===== src/rtl/porta_or_pkg.sv =====
// Shared constants for porta_or_struct: counter width default and {a,b} combination indices.
package porta_or_pkg;

  localparam int unsigned CNT_W_DEF = 8;

  localparam logic [1:0] COMB_00 = 2'd0;
  localparam logic [1:0] COMB_01 = 2'd1;
  localparam logic [1:0] COMB_10 = 2'd2;
  localparam logic [1:0] COMB_11 = 2'd3;

  // One-hot coverage bit for an {a,b} combination
  function automatic logic [3:0] comb_bit(input logic [1:0] idx);
    logic [3:0] r;
    r = 4'b0000;
    case (idx)
      COMB_00: r = 4'b0001;
      COMB_01: r = 4'b0010;
      COMB_10: r = 4'b0100;
      COMB_11: r = 4'b1000;
      default: r = 4'b0000;
    endcase
    return r;
  endfunction

endpackage


===== src/rtl/or2_gate.sv =====
// Structural two-input OR built from a gate primitive.
module or2_gate (
  input  logic a,
  input  logic b,
  output logic y
);

  or u_or (y, a, b);

endmodule


===== src/rtl/porta_or_struct.sv =====
// OR gate with registered output, rise pulse, high-cycle counter and input coverage mask.
// Macro PORTA_OR_CNT_EN enables the saturating y_cnt counter; otherwise y_cnt is tied to zero.
module porta_or_struct
  import porta_or_pkg::*;
#(
  parameter int unsigned CNT_W = CNT_W_DEF
) (
  input  logic             clk,
  input  logic             rst_n,
  input  logic             a,
  input  logic             b,
  input  logic             clr,
  output logic             y,
  output logic             y_q,
  output logic             y_rise,
  output logic [CNT_W-1:0] y_cnt,
  output logic [3:0]       seen,
  output logic             all_seen
);

  logic y_q_d;

  or2_gate u_or2 (
    .a (a),
    .b (b),
    .y (y)
  );

  // y_rise compares registered y_q against its own previous value
  always_ff @(posedge clk or negedge rst_n) begin
    if (!rst_n) begin
      y_q    <= 1'b0;
      y_q_d  <= 1'b0;
      y_rise <= 1'b0;
    end else begin
      y_q    <= y;
      y_q_d  <= y_q;
      y_rise <= y_q & ~y_q_d;
    end
  end

  always_ff @(posedge clk or negedge rst_n) begin
    if (!rst_n) begin
      seen <= 4'b0000;
    end else if (clr) begin
      seen <= 4'b0000;
    end else begin
      seen <= seen | comb_bit({a, b});
    end
  end

  assign all_seen = (seen == 4'b1111);

`ifdef PORTA_OR_CNT_EN
  localparam logic [CNT_W-1:0] CNT_MAX = '1;

  // Saturating count of cycles with y_q high; clr wins over increment
  always_ff @(posedge clk or negedge rst_n) begin
    if (!rst_n) begin
      y_cnt <= '0;
    end else if (clr) begin
      y_cnt <= '0;
    end else if (y_q && (y_cnt != CNT_MAX)) begin
      y_cnt <= y_cnt + CNT_W'(1);
    end
  end
`else
  assign y_cnt = '0;
`endif

endmodule


===== config.mk =====
export PLATFORM = sky130hd
export DESIGN_NAME = porta_or_struct
export DESIGN_NICKNAME = d
export VERILOG_FILES = /design/src/rtl/porta_or_pkg.sv /design/src/rtl/or2_gate.sv /design/src/rtl/porta_or_struct.sv
export SDC_FILE = /design/constraint.sdc
export NUM_CORES = 1
export LEC_CHECK = 0
export CAP_MARGIN = 5
export CELL_PAD_IN_SITES_DETAIL_PLACEMENT = 0
export CELL_PAD_IN_SITES_GLOBAL_PLACEMENT = 1
export CORE_MARGIN = 3
export CORE_UTILIZATION = 24
export CTS_BUF_LIST = sky130_fd_sc_hd__clkbuf_4 sky130_fd_sc_hd__clkbuf_8
export DETAILED_ROUTE_END_ITERATION = 8
export HOLD_SLACK_MARGIN = 0.08
export PLACE_DENSITY = 0.78
export SETUP_SLACK_MARGIN = 0.5
export SYNTH_ARGS = -nofsm -noshare
export SYNTH_HDL_FRONTEND = slang
export SYNTH_SLANG_ARGS = --single-unit
export TNS_END_PERCENT = 50

===== constraint.sdc =====
create_clock -name clk -period 0.8 [get_ports clk]
set_clock_uncertainty 0.05 [all_clocks]
set_input_delay 0.16 -clock clk [delete_from_list [all_inputs] [get_ports clk]]
set_output_delay 0.16 -clock clk [all_outputs]
set_load 0.02 [all_outputs]

==> metrics.md <==
| Metric | Value |
|---|---|
| Chip height | 42.2 um |
| Minimum clock period | 1.18 ns |
| Flop pwr share | 40.8% |
| Fmax | 0.849 GHz |
| Drt total wl | 679 um |
| CTS root buffer | clkbuf_4 |
| Initial Utilization | 26.8% |
| Via-per-instance ratio | 3.62 |
| Net switching power | 0.253 mW |
| Worst r2r src | seen[3] |
| Max IR drop VDD | 0.000568 V |
| Ranking of synthesized cells by area | dfrtp_1 56%, buf_4 19%, a21oi_1 4.8% |
| Routed via count | 246 |
| Dpl hpwl | 504 um |
| Vias in the first global route | 256 |
| Drt initial violations | 4 |
| Gr ovfl total | 0 |
| Area growth, synth to finish | 79.7% |
| Drt first pass iters | 2 |
| Cts bufs inserted | 3 |
| Mapped Cells | 30 |
| Ys flop type | dfrtp_1 |
| Tcrit/Tclk final | 147% |
| Crit path launch type | register |
| Reg area | 181 um2 |
| TritonCTS clock tree | built |
| Final nets | 60 |
| Syn Area/Cell | 10.5 um2 |
| Largest net degree at the start of global routing | 8 |
| First-pass GRT wire length | 1090 um |
| Routability cong. | 0.747 |
| WP data required | 0.59 ns |
| Synthesized flop and latch total | 7 |
| Chip Width | 42.2 um |
| Ports | 21 |
| Reg clk slew, reported paths | 0.05 ns |
| Yosys top cell area share | 55.8% |
| Seq/Total Area, Yosys | 55.8% |
| Port buffer count | 12 |
| Post-Syn Area | 314 um2 |
| P_int | 0.710 mW |
| Lkg Pwr | 0.281 nW |
| Power share of the combinational group | 23.3% |
| Final Cell Area | 564 um2 |
| WL/cell | 9.99 um |
| Critical R2R Capture | seen[3] |
| Status | finished, violations left |
| Initial antenna violation count | 0 |
| Critical Path Sink | all_seen |
| Hold Crit Class | input pin to asynchronous set/reset pin |
| H-tree Lvls | 1 |
| Post-route worst setup slack | -0.378 ns |
| Clock share of power | 35.9% |
| Hold slack | -0.126 ns |
| Net Sw Frac | 26.3% |
| Area leader, netlist | dfrtp_1 |
| DP Worst Slack | -0.792 ns |
| Violated checks | negative hold slack, negative setup slack |
| Setup-failing EPs final | 9 |
| RSZ-0062 raised after global routing | yes |
| N_diodes | 0 |
| Syn. warnings | 0 |
| Max FO, Critical Path | 2 |
| Core area | 1170 um2 |
| CP arrival | 0.97 ns |
| DP Cell Count | 62 |
| Post-synth EDFFs | 0 |
| CTS Buffer Depth | 2 |
| Clk_lat worst skew | 0.24 ns |
| Final Non-Filler Cells | 68 |
| Clock sinks | 7 |
| Setup slack, reg-to-reg | -0.16 ns |
| Async set or reset register ratio after synthesis | 100% |
| R2R cell count | 4 |
| Most frequent cell after synthesis | buf_4 |
| Power per standard cell area | 1710 nW/um2 |
| Hold Fails Final Rpt | 7 |
| Most instantiated cells after synthesis | 8 x buf_4, 7 x dfrtp_1, 3 x a21oi_1, 3 x inv_1, 2 x nand2b_1 |
| WS Path Type | register to primary output |
| CP startpoint | seen[0] |
| Multi-input combinational cell area | 111 um2 |
| Crit end category | primary output |
| Gr usage total | 8.55% |
| Layout cells sized above 1 | 63.0% |
| Yosys cell types | 12 |
| # rows | 12 |
| DIE AREA | 1780 um2 |
| Final-layout fill cell count | 113 |
| Placed cell areas | 490 um2 |
| Slew Limit Fails | 0 |
| Routed Antenna Nets | 0 |
| Max-Cap Viols | 0 |
| DR DRC count | 0 |
logic make-up after synthesis:
group                  Yosys count  share of synthesized area (%)
AOI/OAI and AO/OA                4                           7.57
buffers and inverters           11                           22.7
DFF                              7                           55.8
other                            1                           1.19
and+or+nand+nor                  7                           12.7
timing repair:
action / in CTS / in global routing
hold endpoints to repair: 7 / 7
buffers inserted: 1 / 1
pin swaps: 3 / 0
endpoints found under the setup margin: 22 / 15
resized for setup: 58 / 2
registers in the layout, summed over array words and instances, names as in the netlist:
name	flops
seen	4
y_q	1
y_q_d	1
y_rise	1
critical path, cell delays in order, from the launching register on:
cell and delay [ns]:
dfrtp_2 0.37, inv_2 0.06, nor3_4 0.16, buf_6 0.14
layout by cell type, fill, tap and decap left out, drive strengths merged:
| cell type | netlist | final |
|---|---|---|
| buf | 8 | 18 |
| conb | 1 | 8 |
| dfrtp | 7 | 7 |
| clkbuf | 0 | 4 |
| a21oi | 4 | 4 |
| inv | 3 | 3 |
| nand2b | 2 | 2 |
| dlygate4sd2 | 0 | 2 |
| or2 | 1 | 1 |
| nor2b | 1 | 1 |
| nand2 | 1 | 1 |
| nor3 | 1 | 1 |
| nor2 | 1 | 1 |
| clkdlybuf4s50 | 0 | 1 |
power groups by stage:
stage	Clock (mW)	Sequential [mW]	Combinational, mW
6_report	0.346	0.393	0.224
5_1_grt	0.382	0.395	0.239
4_1_cts	0.361	0.393	0.216
3_5_place_dp	0	0.396	0.200
3_3_place_gp	0	0.395	0.200
2_1_floorplan	0	0.421	0.0969
area by class of cell:
class | instances | area share, %
inverter | 3 | 2.00
clock buffer | 4 | 5.32
multi-input combinational | 19 | 19.7
tap | 14 | 3.10
timing repair buffer | 21 | 37.7
sequential | 7 | 32.2
per-layer routing:
layer,track usage (%),vias up,share of wire [%]
li1,-,123,-
met3,4.72,2,11
met4,7.45,0,0.59
met5,0,-,0
met1,8.64,108,40
met2,12.5,13,48
how the worst min path moves through the flow:
stage	from	to	slack [ns]	depth (start not counted)
4_1_cts	rst_n	seen[1]	-0.13	2
3_3_place_gp	y_q_d	y_rise	0.33	1
3_5_place_dp	y_q_d	y_rise	0.34	1
2_1_floorplan	rst_n	seen[0]	-0.19	0
6_report	rst_n	seen[3]	-0.13	2
5_1_grt	rst_n	seen[1]	-0.14	2
stage by stage:
stage / setup TNS (ns) / hold WS, ns / util [%] / power (mW)
final: -2.10 / -0.126 / 48.2 / 0.963
after global routing: -2.48 / -0.137 / 48.2 / 1.02
after CTS: -2.08 / -0.133 / 47.0 / 0.970
after detailed placement: -5.45 / 0.336 / 41.9 / 0.596
after global placement: -5.33 / 0.333 / 41.9 / 0.595
after floorplan: -0.183 / -0.186 / - / 0.518
Power figures use the tool's default switching activity.
